<file path="config.mk">
export PLATFORM = sky130hd
export DESIGN_NAME = first_row_enemy_ctrl
export DESIGN_NICKNAME = d
export VERILOG_FILES = /design/src/rtl/first_row_enemy_ctrl.sv
export SDC_FILE = /design/constraint.sdc
export NUM_CORES = 1
export LEC_CHECK = 0
export CAP_MARGIN = 20
export CORE_MARGIN = 5
export CORE_UTILIZATION = 50
export DETAILED_ROUTE_END_ITERATION = 10
export PLACE_DENSITY = 0.95
export REMOVE_ABC_BUFFERS = 1
export SLEW_MARGIN = 5
export SYNTH_ARGS = -nofsm -noshare
export SYNTH_HDL_FRONTEND = slang
export SYNTH_SLANG_ARGS = --single-unit
</file>
<file path="constraint.sdc">
create_clock -name i_Clk -period 3.9 [get_ports i_Clk]
set_clock_uncertainty 0.2 [all_clocks]
set_input_delay 0.78 -clock i_Clk [delete_from_list [all_inputs] [get_ports i_Clk]]
set_output_delay 0.78 -clock i_Clk [all_outputs]
set_load 0.01 [all_outputs]
</file>
<file path="src/rtl/first_row_enemy_ctrl.sv">
// first_row_enemy_ctrl
//   Sequential controller for a single first-row enemy. It holds the enemy's
//   registered position, alive flag and 2-bit movement phase, and feeds them
//   to the combinational row-move stage. On each movement step it captures
//   that stage's next-position result, clamped to [X_MIN, X_MAX]. It also runs
//   the hit -> dying -> dead lifecycle and handles restart.
//
//   Optional build macro: FIRST_ROW_ENEMY_RESPAWN_EN
//     defined   : DEAD counts RESPAWN_TICKS frame ticks, then the enemy re-enters
//                 ALIVE with the same initialisation as i_Start.
//     undefined : no respawn counter is built; DEAD holds until i_Start.
//
// Ports
//   i_Clk, i_Rst_n    clock, asynchronous active-low reset
//   i_FrameTick       one-cycle pulse per video frame
//   i_Start           one-cycle pulse that (re)starts the enemy; beats every other event
//   i_Hit             one-cycle pulse on projectile collision (acted on only in ALIVE)
//   i_NextPosition    move-stage result {X[9:0], Y[8:0]}
//   o_EnemyState      1 = ALIVE
//   o_EnemyPosition   registered position, NONE when there is no enemy
//   o_PhaseState      00/11 = move left, 01/10 = move right
//   o_Dying           high while in DYING
//   o_StepStrobe      one-cycle pulse on each movement step
//   o_Destroyed       one-cycle pulse on entry to DYING
//
// States
//   state   | meaning
//   IDLE    | no enemy yet; waits for i_Start, frame ticks ignored
//   ALIVE   | moving one step every STEP_TICKS frame ticks
//   DYING   | explosion shown for DYING_TICKS frame ticks, position frozen
//   DEAD    | off-screen; waits for i_Start (or a respawn when enabled)

module first_row_enemy_ctrl #(
    parameter logic [18:0] NONE              = {19{1'b1}},
    parameter logic [8:0]  VERTICAL_POSITION = 9'd48,
    parameter logic [9:0]  INIT_X            = 10'd320,
    parameter logic [9:0]  X_MIN             = 10'd16,
    parameter logic [9:0]  X_MAX             = 10'd608,
    parameter int          STEP_TICKS        = 4,
    parameter int          PHASE_STEPS       = 32,
    parameter int          DYING_TICKS       = 8,
    parameter int          RESPAWN_TICKS     = 60
) (
    input  logic        i_Clk,
    input  logic        i_Rst_n,
    input  logic        i_FrameTick,
    input  logic        i_Start,
    input  logic        i_Hit,
    input  logic [18:0] i_NextPosition,
    output logic        o_EnemyState,
    output logic [18:0] o_EnemyPosition,
    output logic [1:0]  o_PhaseState,
    output logic        o_Dying,
    output logic        o_StepStrobe,
    output logic        o_Destroyed
);

    localparam int FW = (STEP_TICKS  > 1) ? $clog2(STEP_TICKS)  : 1;
    localparam int SW = (PHASE_STEPS > 1) ? $clog2(PHASE_STEPS) : 1;
    localparam int DW = (DYING_TICKS > 1) ? $clog2(DYING_TICKS) : 1;

    localparam logic [FW-1:0] FRAME_LAST = FW'(STEP_TICKS - 1);
    localparam logic [SW-1:0] STEP_LAST  = SW'(PHASE_STEPS - 1);
    localparam logic [DW-1:0] DYING_LAST = DW'(DYING_TICKS - 1);

    typedef enum logic [1:0] {
        S_IDLE  = 2'd0,
        S_ALIVE = 2'd1,
        S_DYING = 2'd2,
        S_DEAD  = 2'd3
    } state_t;

    state_t          r_state;
    logic [FW-1:0]   r_frame_cnt;
    logic [SW-1:0]   r_step_cnt;
    logic [DW-1:0]   r_dying_cnt;

`ifdef FIRST_ROW_ENEMY_RESPAWN_EN
    localparam int RW = (RESPAWN_TICKS > 1) ? $clog2(RESPAWN_TICKS) : 1;
    localparam logic [RW-1:0] RESPAWN_LAST = RW'(RESPAWN_TICKS - 1);
    logic [RW-1:0]   r_respawn_cnt;
`else
    // Respawn timing is meaningless without the respawn counter.
    logic w_unused_respawn;
    assign w_unused_respawn = ^RESPAWN_TICKS;
`endif

    logic [9:0] w_next_x;
    logic [9:0] w_clamped_x;
    logic       w_next_valid;

    assign w_next_x     = i_NextPosition[18:9];
    assign w_next_valid = (i_NextPosition != NONE);
    assign w_clamped_x  = (w_next_x < X_MIN) ? X_MIN :
                          (w_next_x > X_MAX) ? X_MAX : w_next_x;

    always_ff @(posedge i_Clk or negedge i_Rst_n) begin
        if (!i_Rst_n) begin
            r_state         <= S_IDLE;
            r_frame_cnt     <= '0;
            r_step_cnt      <= '0;
            r_dying_cnt     <= '0;
`ifdef FIRST_ROW_ENEMY_RESPAWN_EN
            r_respawn_cnt   <= '0;
`endif
            o_EnemyState    <= 1'b0;
            o_EnemyPosition <= NONE;
            o_PhaseState    <= 2'b00;
            o_Dying         <= 1'b0;
            o_StepStrobe    <= 1'b0;
            o_Destroyed     <= 1'b0;
        end else begin
            o_StepStrobe <= 1'b0;
            o_Destroyed  <= 1'b0;

            if (i_Start) begin
                r_state         <= S_ALIVE;
                r_frame_cnt     <= '0;
                r_step_cnt      <= '0;
                r_dying_cnt     <= '0;
`ifdef FIRST_ROW_ENEMY_RESPAWN_EN
                r_respawn_cnt   <= '0;
`endif
                o_EnemyState    <= 1'b1;
                o_EnemyPosition <= {INIT_X, VERTICAL_POSITION};
                o_PhaseState    <= 2'b00;
                o_Dying         <= 1'b0;
            end else begin
                case (r_state)
                    S_IDLE: begin
                    end

                    S_ALIVE: begin
                        // A hit on the same cycle as a step suppresses the step.
                        if (i_Hit) begin
                            r_state      <= S_DYING;
                            r_dying_cnt  <= '0;
                            o_EnemyState <= 1'b0;
                            o_Dying      <= 1'b1;
                            o_Destroyed  <= 1'b1;
                        end else if (i_FrameTick) begin
                            if (r_frame_cnt == FRAME_LAST) begin
                                r_frame_cnt  <= '0;
                                o_StepStrobe <= 1'b1;
                                // An invalid move result holds position but still counts as a step.
                                if (w_next_valid) begin
                                    o_EnemyPosition <= {w_clamped_x, VERTICAL_POSITION};
                                end
                                if (r_step_cnt == STEP_LAST) begin
                                    r_step_cnt   <= '0;
                                    o_PhaseState <= o_PhaseState + 2'd1;
                                end else begin
                                    r_step_cnt <= r_step_cnt + 1'b1;
                                end
                            end else begin
                                r_frame_cnt <= r_frame_cnt + 1'b1;
                            end
                        end
                    end

                    S_DYING: begin
                        if (i_FrameTick) begin
                            if (r_dying_cnt == DYING_LAST) begin
                                r_state         <= S_DEAD;
                                r_dying_cnt     <= '0;
                                o_Dying         <= 1'b0;
                                o_EnemyPosition <= NONE;
`ifdef FIRST_ROW_ENEMY_RESPAWN_EN
                                r_respawn_cnt   <= '0;
`endif
                            end else begin
                                r_dying_cnt <= r_dying_cnt + 1'b1;
                            end
                        end
                    end

                    S_DEAD: begin
`ifdef FIRST_ROW_ENEMY_RESPAWN_EN
                        if (i_FrameTick) begin
                            if (r_respawn_cnt == RESPAWN_LAST) begin
                                r_state         <= S_ALIVE;
                                r_respawn_cnt   <= '0;
                                r_frame_cnt     <= '0;
                                r_step_cnt      <= '0;
                                o_EnemyState    <= 1'b1;
                                o_EnemyPosition <= {INIT_X, VERTICAL_POSITION};
                                o_PhaseState    <= 2'b00;
                            end else begin
                                r_respawn_cnt <= r_respawn_cnt + 1'b1;
                            end
                        end
`endif
                    end

                    default: begin
                        r_state <= S_IDLE;
                    end
                endcase
            end
        end
    end

endmodule

</file>
==> results.py <==
metrics = {
    "place": {
        "place_inst": 241,
        "hpwl_mm": 2.913,
        "place.gp.congestion": 0.8800,
        "place_area_mm2": 0.002068,
        "portBuffers": 46,
    },
    "synth": {
        "ys_seq_area_frac": 0.4585,
        "yosys-top-cells-count": "dfrtp_1 (18), nor2_1 (16), dfstp_2 (11)",
        "synth_top_area_cell": "dfrtp_1",
        "ys_ff_latch": 29,
        "synth_cell_types": 40,
        "synth_flop_cell": "dfrtp_1",
        "yosysMostFrequentCell": "dfrtp_1",
        "async_flop_share": 1.000,
        "syn_avg_cell_area_um2": 10.14,
        "synth_area_leaders": "dfrtp_1 (28%), dfstp_2 (18%), mux2_4 (5.6%)",
        "netlist_instances": 159,
        "yosys.area.top_type_share": 0.2793,
        "ys_warn_count": 0,
        "synth-edff-count": 0,
        "netlist_area_mm2": 0.001613,
    },
    "clock_tree": {
        "postCtsHoldBufs": 0,
        "clkLatencyLatePin_ns": 0.33,
        "post_cts_buffers": 0,
        "clock-sinks": 29,
        "path_clk_slew_ns": 0.09,
        "root_buffer": "clkbuf_4",
        "ctsResizeCount": 0,
        "cts_max_level": 2,
        "tritoncts": "yes",
        "cts_buffers": 5,
        "cts_buffer_depth": 2,
    },
    "die": {
        "initial_core_util": 0.5240,
        "std_cell_rows": 20,
        "die_area_mm2": 0.004462,
        "design.core.area_mm2": 0.003078,
        "boundaryPins": 49,
        "die_height_um": 66.80,
        "die-width_um": 66.80,
    },
    "sta": {
        "tightest_slew_ns": 0.5758,
        "report.final.slew_viol_count": 0,
        "tns_ns": 0,
        "hold_ws_ns": 0.2864,
        "setup_violations": 0,
        "hold_viol_final": 0,
        "fin_crit_ns": 2.499,
        "rsz0062_at_grt": "no",
        "finalCritPeriodShare": 0.6407,
        "fmax_mhz": 400.2,
        "relSlewSlack": 0.6161,
    },
    "drt": {
        "vias": 1356,
        "drtPass1Iterations": 4,
        "vias_per_cell": 5.424,
        "ant_nets": 0,
        "drc": 0,
        "initialDrtViolationCount": 72,
        "wl_per_cell_um": 14.86,
        "finalWirelength_mm": 3.716,
    },
    "worst_setup_path": {
        "cpMaxStageDelayCell": "dfstp_2",
        "cp.required_ns": 2.92,
        "start_kind": "flip-flop",
        "crit_family": "flip-flops",
        "rrSetupSlack_ns": 1.79,
        "arrival_ns": 1.52,
        "cp_cell_sequence": "clkdlybuf4s50_1",
        "cp.buffers_inverters": 1,
        "worstSetupPathType": "flip-flop to primary output",
        "worst_setup_path_end_kind": "primary output",
        "slowest_delay_ns": 0.61,
        "crit_fanout": 8,
    },
    "finish": {
        "syn_to_final_growth_pct": 32.97,
        "fin_area_mm2": 0.002145,
        "diodes": 0,
        "fillers": 228,
        "finalNetCount": 234,
        "final_layout_size_suffix_gt1_frac": 0.1505,
        "final_cells": 250,
    },
    "grt": {
        "grt_max_degree": 25,
        "grt-ovfl-total": 0,
        "grt_pass1_vias": 1347,
        "antenna_found_initial": 0,
        "grt_usage": 0.1882,
        "grt_pass1_wl_mm": 6.258,
    },
    "power": {
        "p_leak_uw": 0.0008937,
        "p_total_uw": 657.0,
        "peakVddDrop_uv": 256.3,
        "p_per_area_mw_per_mm2": 306.4,
    },
    "run": {
        "drv_cap": 0,
    },
    "outcome": {
        "status": "finished, final reports clean",
    },
    "hold_path": {
        "hold_path.class": "flip-flop to flip-flop",
    },
}
[cells by family (layout without fill, tap and decap cells)]
family | Yosys count | after routing | share of synthesized area
simple gates | 57 | 57 | 0.1916
other cells | 1 | 2 | 0.002325
compound gates | 32 | 32 | 0.1234
flops | 29 | 29 | 0.4585
fa+ha+maj | 5 | 5 | 0.03879
buf+inv | 20 | 66 | 0.07448
mux | 13 | 13 | 0.1001
xor+xnor | 2 | 2 | 0.01086
[where the power goes]
part | switching, µW | internal [µW]
clock | 99.8 | 71.7
sequential | 12.2 | 326
combinational | 65.5 | 81.4
total | 177 | 480
[cell type report]
| type | instances | area, µm² | area share |
|---|---|---|---|
| Tap cell | 44 | 55.05 | 0.02567 |
| Inverter | 7 | 26.28 | 0.01225 |
| Clock buffer | 8 | 48.80 | 0.02275 |
| Sequential cell | 29 | 739.5 | 0.3448 |
| Timing Repair Buffer | 51 | 518.0 | 0.2415 |
| Multi-Input combinational cell | 111 | 757.0 | 0.3530 |
[worst reg2reg max path: cells and delay by family (launching register included)]
kind	cells	cell delay [ns]
mux	1	0.32
flops	1	0.43
compound gates	1	0.26
simple gates	2	0.62
buf+inv	1	0.22
[placed cells by master (no fill, tap or decap), drive strengths merged, types with 5 or more instances in the layout]
cell type      netlist  final
clkdlybuf4s50        0     46
dfrtp               18     18
nor2                16     16
dfstp               11     11
nand2               10     10
o21ai                9      9
a21oi                9      9
clkbuf               2      8
a31oi                7      7
inv                  7      7
mux2                 7      7
mux2i                6      6
nand3                5      5
nand4                5      5
ha                   5      5
buf                 11      5
[sequential cells by signal (all words and copies together), names as in the netlist]
name and flops:
r_step_cnt 5, r_state 2, o_PhaseState 2, o_StepStrobe 1
o_EnemyState 1, r_dying_cnt 3, o_Dying 1, o_Destroyed 1
r_frame_cnt 2, o_EnemyPosition 11
[path summary, 6_finish.rpt]
check,end,from,cells past startpoint
setup / recovery,o_EnemyPosition[1],o_EnemyPosition[8],1
hold / removal,o_EnemyState,o_EnemyState,1
setup reg to reg,o_EnemyPosition[13],r_state[1],5
hold reg to reg,o_EnemyState,o_EnemyState,1
max in group asynchronous,o_EnemyPosition[13],i_Rst_n,2
min in group asynchronous,o_StepStrobe,i_Rst_n,1
[metrics by stage]
stage	worst slack, ns	util
2_1_floorplan	1.139	-
3_3_place_gp	1.134	0.6720
3_5_place_dp	1.085	0.6720
4_1_cts	1.381	0.6878
5_1_grt	1.325	0.6967
6_report	1.401	0.6967
[per-layer routing]
metal | up-vias | GRT usage | wire [µm]
met3 | 11 | 0.07083 | 260
met1 | 649 | 0.2278 | 1525
met5 | - | 0 | 0
met2 | 46 | 0.3069 | 1838
li1 | 650 | - | -
met4 | 0 | 0.06091 | 92
(Power assumes the default switching activity.)
